--- config.mk ---
export PLATFORM = sky130hd
export DESIGN_NAME = mem_port_arbiter_flat
export DESIGN_NICKNAME = d
export VERILOG_FILES = /design/src/rtl/mem_port_arbiter_if.sv /design/src/rtl/mem_port_arbiter.sv /design/src/flat_wrapper.sv
export SDC_FILE = /design/constraint.sdc
export NUM_CORES = 1
export LEC_CHECK = 0
export CORE_MARGIN = 5
export CORE_UTILIZATION = 30
export DETAILED_ROUTE_END_ITERATION = 16
export PLACE_DENSITY = 0.66
export SYNTH_ARGS = -nofsm -noshare
export SYNTH_HDL_FRONTEND = slang
export SYNTH_SLANG_ARGS = --single-unit
--- constraint.sdc ---
create_clock -name clk -period 2 [get_ports clk]
set_input_delay 0.5 -clock clk [delete_from_list [all_inputs] [get_ports clk]]
set_output_delay 0.5 -clock clk [all_outputs]
set_load 0.01 [all_outputs]
--- src/rtl/mem_port_arbiter_if.sv ---
`default_nettype none
`timescale 1ns/1ps
// ============================================================================
// Module   : mem_port_arbiter_if
// Brief    : Two-master command bus plus single-port memory bus for the arbiter
// Revision : 1.0
// ============================================================================
interface mem_port_arbiter_if #(
  parameter int ADDR_WIDTH = 8,
  parameter int DATA_WIDTH = 31
);
  logic [1:0]              req;
  logic [1:0]              wr;
  logic [2*ADDR_WIDTH-1:0] addr;
  logic [2*DATA_WIDTH-1:0] wdata;
  logic [1:0]              gnt;
  logic [1:0]              done;
  logic                    err;
  logic [DATA_WIDTH-1:0]   rdata_out;
  logic                    busy;
  logic                    mem_req;
  logic                    mem_wr;
  logic [ADDR_WIDTH-1:0]   mem_addr;
  logic [DATA_WIDTH-1:0]   mem_wdata;
  logic [DATA_WIDTH-1:0]   mem_rdata;
  logic                    mem_slv_rsp;

  modport slave (
    input  req, wr, addr, wdata, mem_rdata, mem_slv_rsp,
    output gnt, done, err, rdata_out, busy, mem_req, mem_wr, mem_addr, mem_wdata
  );

  modport master (
    output req, wr, addr, wdata, mem_rdata, mem_slv_rsp,
    input  gnt, done, err, rdata_out, busy, mem_req, mem_wr, mem_addr, mem_wdata
  );
endinterface
`default_nettype wire

--- src/rtl/mem_port_arbiter.sv ---
`default_nettype none
`timescale 1ns/1ps
// ============================================================================
// Module   : mem_port_arbiter
// Brief    : Round-robin arbiter/sequencer for two masters sharing one memory
// Revision : 1.0
// ============================================================================
module mem_port_arbiter #(
  parameter int ADDR_WIDTH = 8,
  parameter int DATA_WIDTH = 31,
  parameter int MEM_SIZE   = 16,
  parameter int TIMEOUT    = 15
) (
  input  logic              clk,
  input  logic              reset,
  mem_port_arbiter_if.slave bus
);

  localparam logic [ADDR_WIDTH:0] c_mem_size = (ADDR_WIDTH+1)'(MEM_SIZE);
  localparam logic [7:0]          c_timeout  = 8'(TIMEOUT);

  typedef enum logic [1:0] {
    S_IDLE  = 2'd0,
    S_ISSUE = 2'd1,
    S_WAIT  = 2'd2,
    S_RESP  = 2'd3
  } state_t;

  state_t                r_state;
  state_t                w_state_nxt;
  logic                  r_ptr;
  logic                  r_owner;
  logic [1:0]            r_gnt;
  logic                  r_mem_wr;
  logic [ADDR_WIDTH-1:0] r_mem_addr;
  logic [DATA_WIDTH-1:0] r_mem_wdata;
  logic [DATA_WIDTH-1:0] r_rdata;
  logic                  r_err;
  logic [7:0]            r_cnt;

  logic                  w_winner;
  logic [ADDR_WIDTH-1:0] w_sel_addr;
  logic [DATA_WIDTH-1:0] w_sel_wdata;
  logic                  w_in_range;
  logic                  w_take;
  logic                  w_load;
  logic                  w_load_err;
  logic [DATA_WIDTH-1:0] w_load_data;
  logic [7:0]            w_cnt_inc;

  // A lone requester always wins; the pointer only breaks ties.
  always_comb begin
    w_winner = r_ptr;
    if (bus.req == 2'b01)
      w_winner = 1'b0;
    else if (bus.req == 2'b10)
      w_winner = 1'b1;
  end

  assign w_sel_addr  = w_winner ? bus.addr[2*ADDR_WIDTH-1:ADDR_WIDTH]
                                : bus.addr[ADDR_WIDTH-1:0];
  assign w_sel_wdata = w_winner ? bus.wdata[2*DATA_WIDTH-1:DATA_WIDTH]
                                : bus.wdata[DATA_WIDTH-1:0];
  assign w_in_range  = ({1'b0, w_sel_addr} < c_mem_size);
  assign w_cnt_inc   = r_cnt + 8'd1;

  always_comb begin
    w_state_nxt = r_state;
    w_take      = 1'b0;
    w_load      = 1'b0;
    w_load_err  = 1'b0;
    w_load_data = '0;
    case (r_state)
      S_IDLE: begin
        if (bus.req != 2'b00) begin
          w_take = 1'b1;
          if (w_in_range) begin
            w_state_nxt = S_ISSUE;
          end else begin
            w_state_nxt = S_RESP;
            w_load      = 1'b1;
            w_load_err  = 1'b1;
          end
        end
      end
      S_ISSUE, S_WAIT: begin
        if (bus.mem_slv_rsp) begin
          w_state_nxt = S_RESP;
          w_load      = 1'b1;
          w_load_data = r_mem_wr ? '0 : bus.mem_rdata;
        end else if (r_state == S_ISSUE) begin
          w_state_nxt = S_WAIT;
        end else if (w_cnt_inc == c_timeout) begin
          // Counter tracks completed WAIT cycles; give up after TIMEOUT of them.
          w_state_nxt = S_RESP;
          w_load      = 1'b1;
          w_load_err  = 1'b1;
        end
      end
      S_RESP: w_state_nxt = S_IDLE;
      default: w_state_nxt = S_IDLE;
    endcase
  end

  always_ff @(posedge clk or negedge reset) begin
    if (!reset)
      r_state <= S_IDLE;
    else
      r_state <= w_state_nxt;
  end

  always_ff @(posedge clk or negedge reset) begin
    if (!reset) begin
      r_ptr       <= 1'b0;
      r_owner     <= 1'b0;
      r_gnt       <= 2'b00;
      r_mem_wr    <= 1'b0;
      r_mem_addr  <= '0;
      r_mem_wdata <= '0;
      r_rdata     <= '0;
      r_err       <= 1'b0;
      r_cnt       <= '0;
    end else begin
      r_gnt <= 2'b00;
      if (w_take) begin
        r_gnt       <= w_winner ? 2'b10 : 2'b01;
        r_owner     <= w_winner;
        r_ptr       <= ~w_winner;
        r_mem_wr    <= bus.wr[w_winner];
        r_mem_addr  <= w_sel_addr;
        r_mem_wdata <= w_sel_wdata;
      end
      if (r_state == S_ISSUE)
        r_cnt <= '0;
      else if (r_state == S_WAIT)
        r_cnt <= w_cnt_inc;
      if (w_load) begin
        r_err   <= w_load_err;
        r_rdata <= w_load_data;
      end
    end
  end

  assign bus.gnt       = r_gnt;
  assign bus.done      = (r_state == S_RESP) ? (r_owner ? 2'b10 : 2'b01) : 2'b00;
  assign bus.err       = r_err;
  assign bus.rdata_out = r_rdata;
  assign bus.busy      = (r_state != S_IDLE);
  assign bus.mem_req   = (r_state == S_ISSUE);
  assign bus.mem_wr    = r_mem_wr;
  assign bus.mem_addr  = r_mem_addr;
  assign bus.mem_wdata = r_mem_wdata;

endmodule
`default_nettype wire

--- src/flat_wrapper.sv ---
// flat-port wrapper written by rule: the top's interface ports become plain ports
module mem_port_arbiter_flat 
#(
  parameter int ADDR_WIDTH = 8,
  parameter int DATA_WIDTH = 31,
  parameter int MEM_SIZE   = 16,
  parameter int TIMEOUT    = 15
)
  (clk, reset, bus_req, bus_wr, bus_addr, bus_wdata, bus_mem_rdata, bus_mem_slv_rsp, bus_gnt, bus_done, bus_err, bus_rdata_out, bus_busy, bus_mem_req, bus_mem_wr, bus_mem_addr, bus_mem_wdata);
  mem_port_arbiter_if #(.ADDR_WIDTH(ADDR_WIDTH), .DATA_WIDTH(DATA_WIDTH)) bus_i ();
  input  logic clk;
  input  logic reset;
  input wire logic [$bits(bus_i.req)-1:0] bus_req;
  input wire logic [$bits(bus_i.wr)-1:0] bus_wr;
  input wire logic [$bits(bus_i.addr)-1:0] bus_addr;
  input wire logic [$bits(bus_i.wdata)-1:0] bus_wdata;
  input wire logic [$bits(bus_i.mem_rdata)-1:0] bus_mem_rdata;
  input wire logic [$bits(bus_i.mem_slv_rsp)-1:0] bus_mem_slv_rsp;
  output wire logic [$bits(bus_i.gnt)-1:0] bus_gnt;
  output wire logic [$bits(bus_i.done)-1:0] bus_done;
  output wire logic [$bits(bus_i.err)-1:0] bus_err;
  output wire logic [$bits(bus_i.rdata_out)-1:0] bus_rdata_out;
  output wire logic [$bits(bus_i.busy)-1:0] bus_busy;
  output wire logic [$bits(bus_i.mem_req)-1:0] bus_mem_req;
  output wire logic [$bits(bus_i.mem_wr)-1:0] bus_mem_wr;
  output wire logic [$bits(bus_i.mem_addr)-1:0] bus_mem_addr;
  output wire logic [$bits(bus_i.mem_wdata)-1:0] bus_mem_wdata;
  assign bus_i.req = bus_req;
  assign bus_i.wr = bus_wr;
  assign bus_i.addr = bus_addr;
  assign bus_i.wdata = bus_wdata;
  assign bus_i.mem_rdata = bus_mem_rdata;
  assign bus_i.mem_slv_rsp = bus_mem_slv_rsp;
  assign bus_gnt = bus_i.gnt;
  assign bus_done = bus_i.done;
  assign bus_err = bus_i.err;
  assign bus_rdata_out = bus_i.rdata_out;
  assign bus_busy = bus_i.busy;
  assign bus_mem_req = bus_i.mem_req;
  assign bus_mem_wr = bus_i.mem_wr;
  assign bus_mem_addr = bus_i.mem_addr;
  assign bus_mem_wdata = bus_i.mem_wdata;
  mem_port_arbiter #(.ADDR_WIDTH(ADDR_WIDTH), .DATA_WIDTH(DATA_WIDTH), .MEM_SIZE(MEM_SIZE), .TIMEOUT(TIMEOUT)) u_core (.clk(clk), .reset(reset), .bus(bus_i));
endmodule
==> summary.txt <==
Synthesis
  • Netlist area before placement: 3720 um2
  • Distinct cell type count of the synthesized netlist: 42
  • Register area share after synthesis: 0.579
  • Number of synthesized flops with an enable pin: 0
  • Post-synthesis sequential element count: 86
  • Post-synthesis async set-or-reset flop share: 1.00
  • Ys flop type: sky130_fd_sc_hd__dfrtp_1
  • Number of nets in the synthesized netlist: 431
  • Synthesized instance count: 308
  • Mapped Avg Cell Area: 12.1 um2
  • Synthesis warning total: 0

GRT
  • Combined global-route utilization of all metal layers: 0.159
  • Wire length of the first global-routing pass: 18500 um
  • Met1 usage in global routing: 0.191
  • Initial antenna violation count: 0
  • Remaining Overflow, GRT: 0
  • Met2 layer usage reported by global route: 0.267
  • Largest net degree at the start of global routing: 87
  • Met3 capacity usage during global routing: 0.0573
  • Highest-utilization routing layer at the global route stage: met2
  • Number of global-route vias before repair: 3645

Clock tree
  • Post-CTS clock slew at the launch and capture registers of the worst setup and hold paths: 0.06 ns
  • Clock latency reported for the late side of the worst-skew pair: 0.33 ns
  • Number of sinks driven by the clock tree: 86
  • Number of buffers inserted during clock tree synthesis: 9
  • H-tree levels: 3
  • Hold buffer count at CTS: 0
  • CTS tree: built
  • Max Buffers Root-to-Sink: 2
  • Clk root buf: sky130_fd_sc_hd__clkbuf_16

Die
  • Number of rows in the core area: 40
  • DIE AREA: 14700 um2
  • Starting Density: 0.308
  • Die extent in y: 121 um
  • Horizontal die dimension: 121 um
  • I/O pin count: 194
  • Placeable core area: 12100 um2

Routing
  • Via count: 3368
  • First-pass iteration count of the detailed router: 6
  • Wire per inst: 17.0 um
  • Per-cell via count in the routed design: 4.85
  • Count of unresolved DRC violations after routing: 0
  • Wirelength, routed: 11800 um
  • Detailed Route Iter0 Violations: 339
  • Count of nets left with antenna violations after detail routing: 0

Worst setup path
  • Worst-path fanout max: 16
  • Arrival time reported for the critical path endpoint: 2.23 ns
  • Kind of critical path: input port to flop
  • Required time of the critical path: 2.27 ns
  • Element type at the critical path start: input port
  • Type of destination of the critical path: flop

Status
  • Status: finished clean

STA
  • Max transition margin: 0.678
  • Period utilisation layout: 0.979
  • Max-slew violations: 0
  • Final setup margin: 0.0420 ns
  • Final count of negative-setup-slack endpoints: 0
  • Top achievable clock speed: 511 MHz
  • Unrepaired setup endpoints after global routing: yes
  • Worst Skew: 0.00587 ns
  • Final hold violation count: 0
  • Min Clock Period, post-route: 1.96 ns
  • Setup_tns: 0 ns
  • Worst-Margin Slew: 0.481 ns

Layout
  • Final core occ: 0.532
  • Footprint of the flip-flops and latches: 2150 um2
  • Number of inserted filler cells in the final layout: 1090
  • Layout Nets: 644
  • Antenna Diode Count: 0
  • Total area of multi-input combinational cells: 1350 um2
  • Area Growth Syn to Fin: 72.4%
  • Fraction of layout instances using a drive strength above 1: 0.181

Job
  • Number of violations of the max-capacitance limit: 0

Placed design
  • Pre-CTS WS: -0.743 ns
  • Final weighted congestion in routability-driven placement: 0.805
  • Half-perimeter wire length after placement: 8480 um
  • I/O Buffers: 193

Pwr
  • Leakage dissipation: 2.90 nW
  • Power density over the cells: 1450 nW/um2
  • Worst vdd ir: 0.000682 V
  • Total power consumption of the routed design: 0.00928 W

Min path
  • Tightest Hold Check Type: input port to asynchronous set/reset pin
placed cells by master (no fill, tap or decap), drive strengths merged, types with 2 or more instances in the layout:
| cell | n |
|---|---|
| clkinv | 2 |
| a21o | 2 |
| nor3b | 4 |
| and2 | 4 |
| a222oi | 36 |
| nand4 | 4 |
| a22o | 31 |
| nand2 | 10 |
| clkinvlp | 2 |
| nand3 | 3 |
| mux2i | 6 |
| clkbuf | 9 |
| nor2 | 5 |
| a21oi | 7 |
| clkdlybuf4s50 | 186 |
| o22ai | 6 |
| dlygate4sd2 | 6 |
| inv | 51 |
| dfrtp | 86 |
| buf | 32 |
| ha | 7 |
| o21ai | 8 |
critical path, stage by stage:
cell and delay [ns]:
sky130_fd_sc_hd__dlygate4sd2_1 0.25, sky130_fd_sc_hd__nor2_2 0.07, sky130_fd_sc_hd__o21ai_4 0.26, sky130_fd_sc_hd__mux2i_2 0.30
sky130_fd_sc_hd__a41oi_2 0.21, sky130_fd_sc_hd__o31ai_4 0.25, sky130_fd_sc_hd__buf_6 0.22, sky130_fd_sc_hd__a22o_2 0.16
metal layers:
metal	vias up	share of wire
li1	1574	-
met1	1644	0.39
met2	140	0.51
met3	10	0.087
met4	0	0.0097
met5	-	0
flip-flops by register name (all words and copies together) (netlist names):
signal                flops
u_core.bus.mem_addr       8
u_core.bus.err            1
u_core.bus.mem_wdata     31
u_core.bus.gnt            2
u_core.r_owner            1
u_core.r_cnt              8
u_core.r_ptr              1
u_core.r_state            2
u_core.bus.mem_wr         1
u_core.bus.rdata_out     31
path summary, 6_finish.rpt:
kind	start	to	slack, ns	cells after the start
min in group clk	u_core.bus.mem_addr[4]$_DFFE_PN0P_	u_core.bus.mem_addr[4]$_DFFE_PN0P_	0.48	2
max	bus_req[1]	u_core.bus.rdata_out[8]$_DFFE_PN0P_	0.04	8
min	reset	u_core.r_cnt[1]$_DFFE_PN0N_	0.17	2
max reg2reg	u_core.r_ptr$_DFFE_PN0P_	u_core.bus.rdata_out[8]$_DFFE_PN0P_	0.07	7
min reg2reg	u_core.bus.mem_addr[4]$_DFFE_PN0P_	u_core.bus.mem_addr[4]$_DFFE_PN0P_	0.48	2
max in group asynchronous	reset	u_core.bus.gnt[1]$_DFF_PN0_	1.43	2
per-stage QoR:
stage	area, um2	std cells	hold WS, ns
6_report	6410	694	0.170
5_1_grt	6410	694	0.208
4_1_cts	6420	695	0.208
3_5_place_dp	5980	669	0.472
3_3_place_gp	5980	669	0.468
2_1_floorplan	3720	308	0.204
what timing repair did:
item	CTS	global route
gates resized for setup	18	6
setup endpoints to repair	36	32
pin swaps	4	5
buffers inserted	9	1
cloned	1	0
synthesized netlist by cell type (2+ instances only):
| cell | count | share of area |
|---|---|---|
| sky130_fd_sc_hd__a21o_1 | 2 | 0.0040 |
| sky130_fd_sc_hd__a21oi_1 | 7 | 0.0094 |
| sky130_fd_sc_hd__a222oi_1 | 36 | 0.097 |
| sky130_fd_sc_hd__a22o_1 | 6 | 0.014 |
| sky130_fd_sc_hd__a22o_2 | 25 | 0.067 |
| sky130_fd_sc_hd__and2_1 | 4 | 0.0067 |
| sky130_fd_sc_hd__buf_1 | 2 | 0.0020 |
| sky130_fd_sc_hd__buf_6 | 3 | 0.0091 |
| sky130_fd_sc_hd__clkbuf_1 | 14 | 0.014 |
| sky130_fd_sc_hd__dfrtp_1 | 86 | 0.58 |
| sky130_fd_sc_hd__dlygate4sd1_1 | 2 | 0.0047 |
| sky130_fd_sc_hd__ha_1 | 7 | 0.024 |
| sky130_fd_sc_hd__inv_1 | 49 | 0.049 |
| sky130_fd_sc_hd__mux2i_1 | 6 | 0.016 |
| sky130_fd_sc_hd__nand2_1 | 10 | 0.010 |
| sky130_fd_sc_hd__nand3_1 | 3 | 0.0040 |
| sky130_fd_sc_hd__nand4_1 | 4 | 0.0067 |
| sky130_fd_sc_hd__nor2_1 | 4 | 0.0040 |
| sky130_fd_sc_hd__nor3b_1 | 4 | 0.0081 |
| sky130_fd_sc_hd__o21ai_0 | 7 | 0.0094 |
| sky130_fd_sc_hd__o22ai_1 | 6 | 0.010 |
where the power goes:
group / internal [W] / switching (W) / leakage [nW]
sequential: 0.00248 / 0.000463 / 1.09
combinational: 0.00259 / 0.00204 / 1.67
clock: 0.000985 / 0.000717 / 0.144
total: 0.00605 / 0.00322 / 2.90
cell families (layout without fill, tap and decap cells):
group,count (synthesis),after routing,synth area share
compound gates,98,98,0.238
flops,86,86,0.579
buf+inv,71,289,0.0807
simple gates,37,37,0.0548
fa+ha+maj,7,7,0.0235
mux,7,7,0.0192
xor+xnor,2,2,0.00471
layout make-up:
cell class,instances,share of cell area
sequential,86,0.336
multi-input combinational,151,0.210
inverter,49,0.0287
clock buffer,9,0.0351
tap,168,0.0328
timing repair buffer,224,0.345
clock inverter,7,0.0129
No activity file was read; power rests on OpenSTA's default activity.
